<file path="src/rtl/ring_buffer_reader.sv">
// Pulls words from an upstream ring buffer into a 2-entry holding FIFO and
// presents them as a valid/ready stream framed into FrameLengthWords beats.
module ring_buffer_reader #(
  parameter int WordLengthBits   = 8,
  parameter int FrameLengthWords = 16
) (
  input  logic                      clk,
  input  logic                      rst_n,
  input  logic                      enable,
  output logic                      fifo_get,
  input  logic [WordLengthBits-1:0] fifo_data_out,
  input  logic                      fifo_data_out_valid,
  input  logic                      fifo_buffer_empty,
  output logic [WordLengthBits-1:0] out_data,
  output logic                      out_valid,
  input  logic                      out_ready,
  output logic                      out_last,
  output logic                      overflow_error
);
  localparam int BW = (FrameLengthWords > 1) ? $clog2(FrameLengthWords) : 1;
  localparam logic [BW-1:0] LastBeat = BW'(FrameLengthWords - 1);

  logic [WordLengthBits-1:0] mem [2];
  logic          rd_ptr, wr_ptr;
  logic [1:0]    occ;
  logic [BW-1:0] beat;
  logic          pop, wr, ovf;
  logic [2:0]    occ_after;

  assign pop       = out_valid && out_ready;
  assign occ_after = {1'b0, occ} + {2'b0, fifo_data_out_valid} - {2'b0, pop};
  // A word arriving into a full store with no pop has nowhere to go.
  assign ovf       = fifo_data_out_valid && (occ == 2'd2) && !pop;
  assign wr        = fifo_data_out_valid && !ovf;

  // Only ask for a word if the store is guaranteed room when it lands.
  assign fifo_get  = rst_n && enable && !fifo_buffer_empty && (occ_after <= 3'd1);

  assign out_valid = (occ != 2'd0);
  assign out_data  = mem[rd_ptr];
  assign out_last  = out_valid && (beat == LastBeat);

  always_ff @(posedge clk or negedge rst_n) begin
    if (!rst_n) begin
      occ            <= 2'd0;
      rd_ptr         <= 1'b0;
      wr_ptr         <= 1'b0;
      beat           <= '0;
      overflow_error <= 1'b0;
    end else begin
      occ <= occ + {1'b0, wr} - {1'b0, pop};
      if (wr)  wr_ptr <= ~wr_ptr;
      if (pop) begin
        rd_ptr <= ~rd_ptr;
        beat   <= (beat == LastBeat) ? '0 : beat + 1'b1;
      end
      if (ovf) overflow_error <= 1'b1;
    end
  end

  // With occ==2 and a pop, wr_ptr equals rd_ptr: the slot being vacated is reused.
  always_ff @(posedge clk) begin
    if (wr) mem[wr_ptr] <= fifo_data_out;
  end

endmodule

</file>
<file path="config.mk">
export PLATFORM = sky130hd
export DESIGN_NAME = ring_buffer_reader
export DESIGN_NICKNAME = d
export VERILOG_FILES = /design/src/rtl/ring_buffer_reader.sv
export SDC_FILE = /design/constraint.sdc
export NUM_CORES = 1
export LEC_CHECK = 0
export ABC_AREA = 1
export BUFFER_PORTS_ARGS = -buffer_cell sky130_fd_sc_hd__buf_2
export CAP_MARGIN = 20
export CORE_AREA = 2 2 49 51
export CTS_BUF_LIST = sky130_fd_sc_hd__clkbuf_16
export DETAILED_ROUTE_END_ITERATION = 10
export DIE_AREA = 0 0 51 53
export PLACE_DENSITY = 0.89
export SLEW_MARGIN = 0
export SYNTH_ARGS = -nofsm -noshare
export SYNTH_HDL_FRONTEND = slang
export SYNTH_SLANG_ARGS = --single-unit
</file>
<file path="constraint.sdc">
create_clock -name clk -period 3.83 [get_ports clk]
set_clock_uncertainty 0.15 [all_clocks]
set_input_delay 0.5745 -clock clk [delete_from_list [all_inputs] [get_ports clk]]
set_output_delay 0.5745 -clock clk [all_outputs]
set_load 0.02 [all_outputs]
</file>
; Word level (Yosys, flattened, before mapping)
; Memory sizes are Yosys's and may differ from the RTL's.
; Cells that the tools add are included.
[totals]
ff_bits = 9
ramBits = 16
out_inout_bits = 12
wordCells = 31
memories = 1
[mem_list]
columns = memory, words, word_bits, read_ports, rd_ports_with_merged_regs, write_ports, line
row1 = mem, 2, 8, 1, 0, 1, 23  ; logic [WordLengthBits-1:0] mem [2];
[op_classes]
add_sub_neg = 5
magnitude_cmp = 1
n_eq_ne = 2
muxes = 3
bitwise = 2
n_reduce_logical = 12
[op_table]
columns = cell, n
row1 = $logic_and A1 B1 Y1, 8
row2 = $add A4 B1 Y4 const B, 1
row3 = $eq A4 B4 Y1 const B, 1
row4 = $mux W4, 1
row5 = $add A2 B1 Y3, 1
row6 = $le A3 B1 Y1 const B, 1
row7 = $logic_not A1 Y1, 3
row8 = $sub A3 B1 Y3, 1
row9 = $add A2 B1 Y2, 1
row10 = $eq A2 B2 Y1 const B, 1
row11 = $mux W1, 2
row12 = $not A1 Y1, 2
row13 = $reduce_bool A2 Y1, 1
row14 = $sub A2 B1 Y2, 1

; Logic depth before layout (Yosys ltp)
[logic_depth]
depth_word = 8
depth_mapped = 10
mapped_depth_nobuf = 10

; Worst setup path before layout
; Ideal clock, no wire load.
[synth_path]
kind = in2out
startpoint = input port out_ready
endpoint = output port fifo_get
t_arrival_ns = 2.070
setup_slack_ns = 1.036
path_stages = 10
n_path_buf = 1
path_cell_list = inv_1 > nor2_2 > buf_6 > nand2_1 > o21ai_0 > ha_1 > inv_1 > fa_1 > nand4_1 > nor2_1
[synth_between]
elab_chain_len = 4
[synth_rtl]
columns = item, line
row1 = "start, declared", 16  ; input logic out_ready,
row2 = $logic_and A1 B1 Y1, 30  ; assign pop = out_valid && out_ready;
row3 = $sub A3 B1 Y3, 31  ; assign occ_after = {1'b0, occ} + {2'b0, fifo_data_out_valid} - {2'b0, pop};
row4 = $le A3 B1 Y1, 37  ; assign fifo_get = rst_n && enable && !fifo_buffer_empty && (occ_after <= 3'd1);
row5 = $logic_and A1 B1 Y1, 37
row6 = "end, declared", 10  ; output logic fifo_get,
; Every way passes these cells.

; Worst setup path in the final report
[layout_path]
startpoint = register occ[1]
endpoint = output port fifo_get
[layout_between]
elab_chain_len = 5
[layout_rtl]
columns = item, line
row1 = "start, declared", 25  ; logic [1:0] occ;
row2 = "start signal, assigned", 51  ; occ <= occ + {1'b0, wr} - {1'b0, pop};
row3 = "parallel branches: the longest is 2 deep, another holds $add A2 B1 Y3", --
row4 = $sub A3 B1 Y3 *, 31
row5 = $le A3 B1 Y1 *, 37
row6 = $logic_and A1 B1 Y1 *, 37
; Every way passes the cells marked *.

==> results.yml <==
status:
  status: "finished clean"
layout:
  final_cell_area_sq_mm: 0.00137
  nFillCells: 185
  layout.nets: 158
  instances_no_fill: 167
  n_antenna_cell: 0
  area_growth_pct: 20.1
  post-route-util_pct: 63.9
  drive_gt1_share_pct: 24.5
floorplan:
  die_h_microns: 53
  io_pins: 26
  die_x_microns: 51
  die_area_sq_mm: 0.00270
  core_region_area_sq_mm: 0.00215
  initial_core_util_pct: 53.2
  rows: 17
sta:
  fin_crit_sh_pct: 80.2
  maxSlewViolCount: 0
  setup-violations-final: 0
  worst_pin_slew_ns: 0.659
  fmax_mhz: 325
  relSlewSlack_pct: 55.9
  rsz0062_at_grt: "false"
  layout_min_cycle_time_ns: 3.07
  tns_ns: 0
  hold_viol_final: 0
power_and_ir_drop:
  cellLeakagePower_nw: 0.688
  ir_drop_mv: 0.391
  power_density_mw_per_mm2: 726
synthesis:
  netlist_area_sq_mm: 0.00114
  ys_ff_latch: 25
  ys.flop_type: "edfxtp_1"
  syn_area_per_cell_sq_um: 10.3
  synth_cell_types: 19
  synth_fp_nets: 129
  ys_seq_area_share_pct: 61.7
  yosysMostFrequentCell: "nand2_1"
  postSynthCellCount: 111
  synth_edf_count: 16
  synth_commonest_cells: "nand2_1, edfxtp_1, inv_1"
  yosys.area.top_type_share_pct: 42.0
  synthArstFlopShare_pct: 36.0
  synth_top_cell_by_area: "edfxtp_1"
  synth-warning-count: 0
  synth_area_leaders: "edfxtp_1, dfrtp_1, nand2_1, inv_1, ha_1"
placement:
  numPortBuffers: 25
  dpl_cell_area_sq_mm: 0.00129
  place_congestion: 0.779
  dp_hpwl_microns: 1390
  dp.cells: 163
detailed_routing:
  num_vias: 778
  drt_iter0_drc: 27
  drcViolationCount: 0
  wl_per_cell_microns: 10.9
  routed_wl_microns: 1810
  drt_pre_antenna_iters: 4
  antenna_left: 0
  viasPerCell: 4.66
clock_tree:
  post_cts_buffers: 0
  ctsResizeCount: 0
  clock_latency_ns: 0.25
  holdBufCountCts: 0
  cts_buffers: 3
  htreeDepth: 1
  cts_tree: "done"
  path_clk_slew_ns: 0.06
  cts_root_buf: "clkbuf_16"
  ctsLongestPathBuffers: 2
  cts.sinks: 25
worst_setup_path:
  startpoint_type: "flop"
  cp_slowest_cell: "dfrtp_1"
  r2r_start: "occ[1]"
  r2r_end: "occ[1]"
  arrival_ns: 2.35
  endpoint: "fifo_get"
  path_class: "reg2out"
  worstPathMaxFanout: 11
  slowest_delay_ns: 0.49
  r2r_setup_slack_ns: 1.97
  worstSetupEndpointType: "output port"
  worst_path_most_repeated_cell: "nor2_2"
  reg2reg_depth: 11
  cp_cell_sequence: "nor2_2 > nor2_2 > buf_4 > nand2_1 > o21ai_0 > ha_1 > inv_1 > fa_1 > nand4_1 > nor2_1 > buf_2"
  critPathLaunch: "occ[1]"
  worstPathRequired_ns: 3.11
global_routing:
  antenna_found_initial: 0
  grt_pass1_wl_microns: 2950
  grt_max_degree: 14
  track_usage_pct: 15.4
  grt_pass1_vias: 719
  grt_overflow_total: 0
hold_path:
  hp-class: "in2async"
job:
  maxCapViolations: 0
## metrics by stage
step / hold slack (ns) / worst slack [ns] / total power, W
after CTS: 0.0274 / 0.734 / 0.00101
after global routing: 0.0335 / 0.592 / 0.00107
after floorplan: 0.129 / 1.04 / 0.000687
final: 0.0296 / 0.757 / 0.000997
after detailed placement: 0.297 / 0.824 / 0.000788
after global placement: 0.292 / 0.930 / 0.000769
## metal layers
metal | part of all wire (%) | global-route usage [%]
met3 | 5.7 | 1.98
met1 | 42 | 17.4
met5 | 0 | 0
met2 | 49 | 26.8
met4 | 2.7 | 10.8
## critical path: cells and delay by family, from the launching register on
family                   cells  cell delay [ns]
buffers and inverters        3             0.39
AO/OA/AOI/OAI                1             0.11
AND/OR/NAND/NOR              5             0.47
flip-flops                   1             0.49
adder cells (fa/ha/maj)      2             0.65
## registers in the layout, summed over array words and instances (netlist names)
| signal | count |
|---|---|
| mem | 16 |
| occ | 2 |
| beat | 4 |
| rd_ptr | 1 |
| wr_ptr | 1 |
| overflow_error | 1 |
## worst min path at each step
| stage | to | from | cells past startpoint |
|---|---|---|---|
| after floorplan | beat[0] | rst_n | 0 |
| final | beat[3] | rst_n | 1 |
| after detailed placement | occ[0] | rst_n | 1 |
| after global routing | occ[0] | rst_n | 1 |
| after CTS | occ[0] | rst_n | 1 |
| after global placement | occ[0] | rst_n | 1 |
## logic make-up (layout without fill, tap and decap cells)
group	after synthesis	after routing	synth area share (%)
adders and majority gates	4	4	5.03
AOI/OAI and AO/OA	4	4	1.75
xor gates and xnor gates	4	4	3.72
and+or+nand+nor	56	56	21.1
DFF	25	25	61.7
buffers and inverters	18	46	6.67
## placed cells by master, fill, tap and decap left out, drive strengths merged
master,count
buf,26
clkbuf,3
dfrtp,9
edfxtp,16
fa,1
ha,3
inv,17
nand2,41
nand3,6
nand3b,1
nand4,2
nor2,6
o21ai,4
xnor2,2
xor2,2
## report_power, final
group | switching (W) | leakage, nW | internal [W]
Clock | 0.0000796 | 0.0423 | 0.000139
Combinational | 0.000226 | 0.390 | 0.000133
Sequential | 0.0000604 | 0.256 | 0.000359
Total | 0.000366 | 0.688 | 0.000631
## area by class of cell
type                       count  area [sq um]  share of cell area, %
multi-input combinational     68           362                   26.3
tap                           28          35.0                   2.55
inverter                      16          60.1                   4.37
timing repair buffer          26           133                   9.65
clock inverter                 1          3.75                  0.273
sequential                    25           706                   51.4
clock buffer                   3          75.1                   5.46
(Power assumes the default switching activity.)
